`config.mk`:
```
export PLATFORM = sky130hd
export DESIGN_NAME = adc1bit_gearbox_packer
export DESIGN_NICKNAME = d
export VERILOG_FILES = /design/src/rtl/adc1bit_gearbox_packer.sv
export SDC_FILE = /design/constraint.sdc
export NUM_CORES = 2
export LEC_CHECK = 0
export CELL_PAD_IN_SITES_DETAIL_PLACEMENT = 1
export CELL_PAD_IN_SITES_GLOBAL_PLACEMENT = 2
export CORE_MARGIN = 2
export CORE_UTILIZATION = 44
export DETAILED_ROUTE_END_ITERATION = 8
export PLACE_DENSITY = 0.87
export SLEW_MARGIN = 20
export SYNTH_ARGS = -nofsm -noshare
export SYNTH_HDL_FRONTEND = slang
export SYNTH_SLANG_ARGS = --single-unit
```
`constraint.sdc`:
```
create_clock -name adc_clk_i -period 8 [get_ports adc_clk_i]
set_input_delay 1.6 -clock adc_clk_i [delete_from_list [all_inputs] [get_ports adc_clk_i]]
set_output_delay 1.6 -clock adc_clk_i [all_outputs]
set_load 0.005 [all_outputs]
```
`src/rtl/adc1bit_gearbox_packer.sv`:
```
// ============================================================================
// adc1bit_gearbox_packer
//
// Collects NUM_CH comparator bits per valid sample into one continuous bit
// stream and repacks that stream into WORD_W-bit words. Bits left over after
// a word completes start the next word. Completed words go into a
// DEPTH-entry first-word-fall-through queue with a valid/ready output.
//
// An explicit flush zero-pads the partial word and tags it as the last word.
// Bit order inside the output word is selectable. Words that find the queue
// full are dropped and counted.
//
// Ports
//   adc_clk_i     in   clock for all logic
//   rst_n         in   asynchronous active-low reset
//   clear_i       in   synchronous clear, same effect as reset, dominant
//   valid_i       in   ch_data_i carries a sample this cycle
//   ch_data_i     in   NUM_CH sample bits, bit 0 is first in stream order
//   flush_i       in   pad and emit the partial word (pulse)
//   word_ready_i  in   downstream takes the head word this cycle
//   word_valid_o  out  queue head valid
//   word_data_o   out  queue head data (zero when empty)
//   word_last_o   out  head word was closed by a flush (zero when empty)
//   fill_cnt_o    out  number of words in the queue
//   full_o        out  queue holds DEPTH words
//   empty_o       out  queue holds no word
//   ovf_o         out  sticky flag, at least one word was dropped
//   ovf_cnt_o     out  dropped word count, saturating
// ============================================================================
module adc1bit_gearbox_packer #(
    parameter int NUM_CH    = 17,
    parameter int WORD_W    = 256,
    parameter int DEPTH     = 4,
    parameter int MSB_FIRST = 0
) (
    input  logic                         adc_clk_i,
    input  logic                         rst_n,
    input  logic                         clear_i,
    input  logic                         valid_i,
    input  logic [NUM_CH-1:0]            ch_data_i,
    input  logic                         flush_i,
    input  logic                         word_ready_i,
    output logic                         word_valid_o,
    output logic [WORD_W-1:0]            word_data_o,
    output logic                         word_last_o,
    output logic [$clog2(DEPTH+1)-1:0]   fill_cnt_o,
    output logic                         full_o,
    output logic                         empty_o,
    output logic                         ovf_o,
    output logic [15:0]                  ovf_cnt_o
);

    localparam int CNT_W  = (WORD_W > 1) ? $clog2(WORD_W) : 1;
    localparam int FILL_W = $clog2(DEPTH + 1);
    localparam int EXT_W  = WORD_W + NUM_CH;

    localparam logic [CNT_W:0]    WORD_W_L = (CNT_W + 1)'(WORD_W);
    localparam logic [CNT_W:0]    NUM_CH_L = (CNT_W + 1)'(NUM_CH);
    localparam logic [FILL_W-1:0] DEPTH_L  = FILL_W'(DEPTH);

    // Maps a word held in stream order onto the output bit order.
    function automatic logic [WORD_W-1:0] order_word(input logic [WORD_W-1:0] stream_w);
        logic [WORD_W-1:0] res;
        res = stream_w;
        if (MSB_FIRST != 0) begin
            for (int i = 0; i < WORD_W; i++) begin
                res[i] = stream_w[WORD_W-1-i];
            end
        end else begin
            res = stream_w;
        end
        return res;
    endfunction

    // Gearbox state: partial word in stream order; bits at and above acc_cnt are always zero.
    logic [WORD_W-1:0] acc_q, acc_d;
    logic [CNT_W-1:0]  acc_cnt_q, acc_cnt_d;
    logic              flush_pend_q, flush_pend_d;

    // Queue state: entry 0 is the head, so the outputs come straight from flops.
    logic [WORD_W:0]   q_q [DEPTH];
    logic [WORD_W:0]   q_d [DEPTH];
    logic [FILL_W-1:0] cnt_q, cnt_d;
    logic              valid_q, valid_d;
    logic              full_q, full_d;
    logic              empty_q, empty_d;
    logic              ovf_q, ovf_d;
    logic [15:0]       ovf_cnt_q, ovf_cnt_d;

    logic [EXT_W-1:0]  sample_ext_s;
    logic [EXT_W-1:0]  ext_s;
    logic [CNT_W:0]    sum_s;
    logic              push_s;
    logic [WORD_W:0]   push_entry_s;
    logic              pop_s;
    logic              push_ok_s;
    logic              drop_s;
    logic [FILL_W-1:0] cnt_pop_s;

    // Gearbox: merge the sample at acc_cnt, split off completed or flushed words.
    always_comb begin
        acc_d        = acc_q;
        acc_cnt_d    = acc_cnt_q;
        flush_pend_d = flush_pend_q;
        push_s       = 1'b0;
        push_entry_s = '0;
        sample_ext_s = EXT_W'(ch_data_i) << acc_cnt_q;
        ext_s        = EXT_W'(acc_q) | sample_ext_s;
        sum_s        = {1'b0, acc_cnt_q} + NUM_CH_L;

        if (valid_i) begin
            // A flush seen together with a sample waits for the first idle cycle.
            if (flush_i || flush_pend_q) begin
                flush_pend_d = 1'b1;
            end else begin
                flush_pend_d = flush_pend_q;
            end
            if (sum_s >= WORD_W_L) begin
                push_s       = 1'b1;
                push_entry_s = {1'b0, order_word(ext_s[WORD_W-1:0])};
                // Bits spilling past the word boundary open the next word.
                acc_d        = WORD_W'(ext_s >> WORD_W);
                acc_cnt_d    = CNT_W'(sum_s - WORD_W_L);
            end else begin
                acc_d        = ext_s[WORD_W-1:0];
                acc_cnt_d    = CNT_W'(sum_s);
            end
        end else if (flush_i || flush_pend_q) begin
            flush_pend_d = 1'b0;
            if (acc_cnt_q != '0) begin
                push_s       = 1'b1;
                push_entry_s = {1'b1, order_word(acc_q)};
                acc_d        = '0;
                acc_cnt_d    = '0;
            end else begin
                acc_d        = acc_q;
                acc_cnt_d    = acc_cnt_q;
            end
        end else begin
            flush_pend_d = flush_pend_q;
        end
    end

    // Queue: pop shifts every entry toward the head, then a push lands behind the last word.
    always_comb begin
        pop_s     = valid_q & word_ready_i;
        push_ok_s = push_s & ((cnt_q != DEPTH_L) | pop_s);
        drop_s    = push_s & ~push_ok_s;

        if (pop_s) begin
            cnt_pop_s = cnt_q - FILL_W'(1);
        end else begin
            cnt_pop_s = cnt_q;
        end

        for (int i = 0; i < DEPTH - 1; i++) begin
            if (pop_s) begin
                q_d[i] = q_q[i+1];
            end else begin
                q_d[i] = q_q[i];
            end
        end
        if (pop_s) begin
            q_d[DEPTH-1] = '0;
        end else begin
            q_d[DEPTH-1] = q_q[DEPTH-1];
        end

        for (int i = 0; i < DEPTH; i++) begin
            if (push_ok_s && (FILL_W'(i) == cnt_pop_s)) begin
                q_d[i] = push_entry_s;
            end else begin
                q_d[i] = q_d[i];
            end
        end

        cnt_d   = cnt_pop_s + FILL_W'(push_ok_s);
        valid_d = (cnt_d != '0);
        full_d  = (cnt_d == DEPTH_L);
        empty_d = (cnt_d == '0);

        ovf_d     = ovf_q;
        ovf_cnt_d = ovf_cnt_q;
        if (drop_s) begin
            ovf_d = 1'b1;
            if (ovf_cnt_q != 16'hFFFF) begin
                ovf_cnt_d = ovf_cnt_q + 16'd1;
            end else begin
                ovf_cnt_d = ovf_cnt_q;
            end
        end else begin
            ovf_d = ovf_q;
        end
    end

    // State registers with async reset and dominant synchronous clear.
    always_ff @(posedge adc_clk_i or negedge rst_n) begin
        if (!rst_n) begin
            acc_q        <= '0;
            acc_cnt_q    <= '0;
            flush_pend_q <= 1'b0;
            for (int i = 0; i < DEPTH; i++) begin
                q_q[i] <= '0;
            end
            cnt_q        <= '0;
            valid_q      <= 1'b0;
            full_q       <= 1'b0;
            empty_q      <= 1'b1;
            ovf_q        <= 1'b0;
            ovf_cnt_q    <= 16'h0000;
        end else if (clear_i) begin
            acc_q        <= '0;
            acc_cnt_q    <= '0;
            flush_pend_q <= 1'b0;
            for (int i = 0; i < DEPTH; i++) begin
                q_q[i] <= '0;
            end
            cnt_q        <= '0;
            valid_q      <= 1'b0;
            full_q       <= 1'b0;
            empty_q      <= 1'b1;
            ovf_q        <= 1'b0;
            ovf_cnt_q    <= 16'h0000;
        end else begin
            acc_q        <= acc_d;
            acc_cnt_q    <= acc_cnt_d;
            flush_pend_q <= flush_pend_d;
            for (int i = 0; i < DEPTH; i++) begin
                q_q[i] <= q_d[i];
            end
            cnt_q        <= cnt_d;
            valid_q      <= valid_d;
            full_q       <= full_d;
            empty_q      <= empty_d;
            ovf_q        <= ovf_d;
            ovf_cnt_q    <= ovf_cnt_d;
        end
    end

    assign word_valid_o = valid_q;
    assign word_data_o  = q_q[0][WORD_W-1:0];
    assign word_last_o  = q_q[0][WORD_W];
    assign fill_cnt_o   = cnt_q;
    assign full_o       = full_q;
    assign empty_o      = empty_q;
    assign ovf_o        = ovf_q;
    assign ovf_cnt_o    = ovf_cnt_q;

endmodule

```
==> run_results.csv <==
group,metric,value,unit
outcome,status,"finished clean",
synth,synth-simple-area-share,6.16,%
synth,synthDistinctLibCells,93,
synth,ys.flop_type,"dfrtp_1",
cts,clock-sinks,1316,
sta,finalWorstSetupSlack,3.01,ns
sta,holdWs,0.481,ns
cts,cts_tree,"done",
synth,synth_compound_area_share,23.5,%
global_route,grt_usage,28.3,%
synth,ys_seq_area_share,52.7,%
power,power_density,251,mW/mm^2
sta,max_freq,0.201,GHz
route,drt_iter0_markers,4218,
synth,synth.area.mux_share,10.2,%
synth,synthArstFlopShare,100,%
synth,synthCells,5886,
cts,path_clk_slew,0.06,ns
cts,cts.hold.buffers_added,0,
worst_setup_path,cp.arrival,5.64,ns
synth,synth_fa_ha_area_share,0.140,%
layout,drive_gt1_share,7.27,%
route,via_count,48538,
route,routedWlPerCell,27.5,um
global_route,grt_pass1_vias,50721,
synth,synth_area_leaders,"dfrtp_1 53%, mux2i_1 9.1%, a211oi_1 7.4%",
cts,cts_buffers,148,
floorplan,dieWidth,381,um
sta,finalCritPeriodShare,62.3,%
synth,synth_top_cell_by_area,"dfrtp_1",
sta,setup_viol,0,
cts,cts.path.max_buffers,3,
layout,final_nets,5623,
synth,synth_top_family_by_area,"compound AO/OA/AOI/OAI gates",
floorplan,row_count,138,
layout,num-fill-cells,15025,
place,dp_slack,2.36,ns
worst_setup_path,worst-endpoint-required,8.66,ns
place,io_buffers,302,
cts,cts-root-buf,"clkbuf_16",
floorplan,io_pins,303,
place,gp_congestion,0.923,
route,routed_via_density,6.38,
sta,slew_headroom,16.2,%
layout,area_growth,11.5,%
cts,htree_levels,4,
worst_setup_path,worst-setup-path-type,"in -> reg",
synth,netlist_area,0.0625,sq mm
worst_setup_path,crit_fanout,109,
synth,syn_avg_cell_area,10.6,sq um
sta,fin_skew,0.0244,ns
floorplan,fp.dieH,381,um
global_route,grt_pass1_wl,321000,um
layout,multiInputGateArea,0.0254,sq mm
synth,synthDominantCellAreaShare,52.7,%
route,antenna_left,0,
synth,synth_edf_count,0,
worst_setup_path,cp-end-kind,"flop",
cts,clock_latency,0.79,ns
floorplan,coreArea,0.141,sq mm
global_route,grt_max_degree,213,
layout,final_common_cell,"dfrtp_1",
synth,synth-seq-cells,1316,
route,first_pass_iters,5,
power,leakage,30.0,nW
synth,synth_xor_area_share,0.236,%
global_route,antenna_found_initial,25,
layout,regArea,0.0329,sq mm
worst_setup_path,cp-start-kind,"input pin",
floorplan,start_util,44.2,%
sta,timing.setup.tns,0,ns
synth,synth_nets,5916,
cts,post-cts-setup-buffers,0,
route,drc,0,
sta,grt_setup_unrepaired,"no",
sta,drv_slew,0,
cts,cts.repair.resized,0,
layout,final_cell_mix,"1314 x dfrtp_1, 721 x a21oi_1, 617 x a211oi_1",
flow_run,maxCapViolations,0,
floorplan,die-area,0.145,sq mm
power,irDropWorstVdd,156,uV
hold_path,hold_path.class,"reg -> reg",
global_route,gr-total-overflow,0,
route,routed_wl,209000,um
sta,finalHoldViolations,0,
synth,synth_warnings,0,
sta,fin_crit,4.99,ns
place,hpwl,121000,um
sta,tightest_slew,1.26,ns
[per-stage QoR]
stage	std cells	utilization (%)	area, sq um	power, mW
3_3_place_gp	7331	45.9	64800	10.6
4_1_cts	7600	49.3	69600	17.6
3_5_place_dp	7332	45.9	64800	10.7
6_report	7606	49.3	69700	17.5
5_1_grt	7605	49.3	69700	18.1
2_1_floorplan	5886	-	62500	9.50
[area by class of cell]
| cell class | instances | area share, % |
|---|---|---|
| Antenna cell | 5 | 0.0180 |
| Inverter | 17 | 0.0916 |
| Clock buffer | 225 | 6.27 |
| Multi-Input combinational cell | 3713 | 36.4 |
| Timing Repair Buffer | 397 | 5.87 |
| Sequential cell | 1316 | 47.3 |
| Clock inverter | 43 | 0.659 |
| Tap cell | 1890 | 3.39 |
[worst paths after layout]
path / start / to / slack [ns] / cells after the start
max: word_ready_i / q_q[351] / 3.01 / 7
min reg2reg: q_q[243] / q_q[243] / 0.48 / 2
min in group asynchronous: rst_n / q_q[756] / 0.82 / 1
max reg2reg: acc_cnt_q[2] / word_data_o[38] / 3.38 / 9
max in group asynchronous: rst_n / word_data_o[37] / 5.25 / 3
min: q_q[243] / q_q[243] / 0.48 / 2
[logic make-up after synthesis]
family / Yosys count
XOR/XNOR: 16
AO/OA/AOI/OAI: 2188
flip-flops: 1316
adder cells (fa/ha/maj): 7
AND/OR/NAND/NOR: 895
multiplexers: 607
buffers and inverters: 857
[per-layer routing]
metal / GRT usage, % / routed length (um)
met4: 11.3 / 8350
met3: 4.95 / 11600
met5: 0 / 147
met2: 44.9 / 98000
met1: 38.6 / 90900
[Yosys cell counts, drive strengths merged (4+ instances only)]
master and number:
o211ai 5, nor4 5, or3 6, dfrtp 1315, ha 7, a2bb2oi 7, and3 66, a31oi 14
o32ai 4, nand2 495, clkbuf 342, a21o 6, o22ai 21, o21ai 314, a311oi 16, xnor2 6
mux2 18, a22o 102, mux4 16, nand3 41, and2 12, buf 498, a221o 13, a221oi 4
a32o 188, nand2b 12, a211oi 620, o31ai 6, nor2b 9, inv 16, a21oi 723, nand4 8
mux2i 573, o21a 10, a32oi 8, nor3 23, a22oi 108, nor2 199, xor2 10
[flip-flops by register name, summed over array words and instances, names as in the netlist]
name	flops
acc_cnt_q	8
acc_q	256
empty_o	1
fill_cnt_o	3
flush_pend_q	1
full_o	1
ovf_cnt_o	16
ovf_o	1
q_q	771
word_data_o	256
word_last_o	1
word_valid_o	1
[worst max-delay path: stages]
cell	delay, ns
clkdlybuf4s50_1	0.63
and2_4	0.43
buf_4	0.73
buf_12	0.66
buf_4	0.79
mux2i_1	0.18
a211oi_1	0.37
[report_power, final]
part / switching (mW) / internal, mW
clock network: 2.88 / 3.97
registers: 0.339 / 7.02
logic: 2.07 / 1.19
total: 5.29 / 12.2
(Power assumes the default switching activity.)
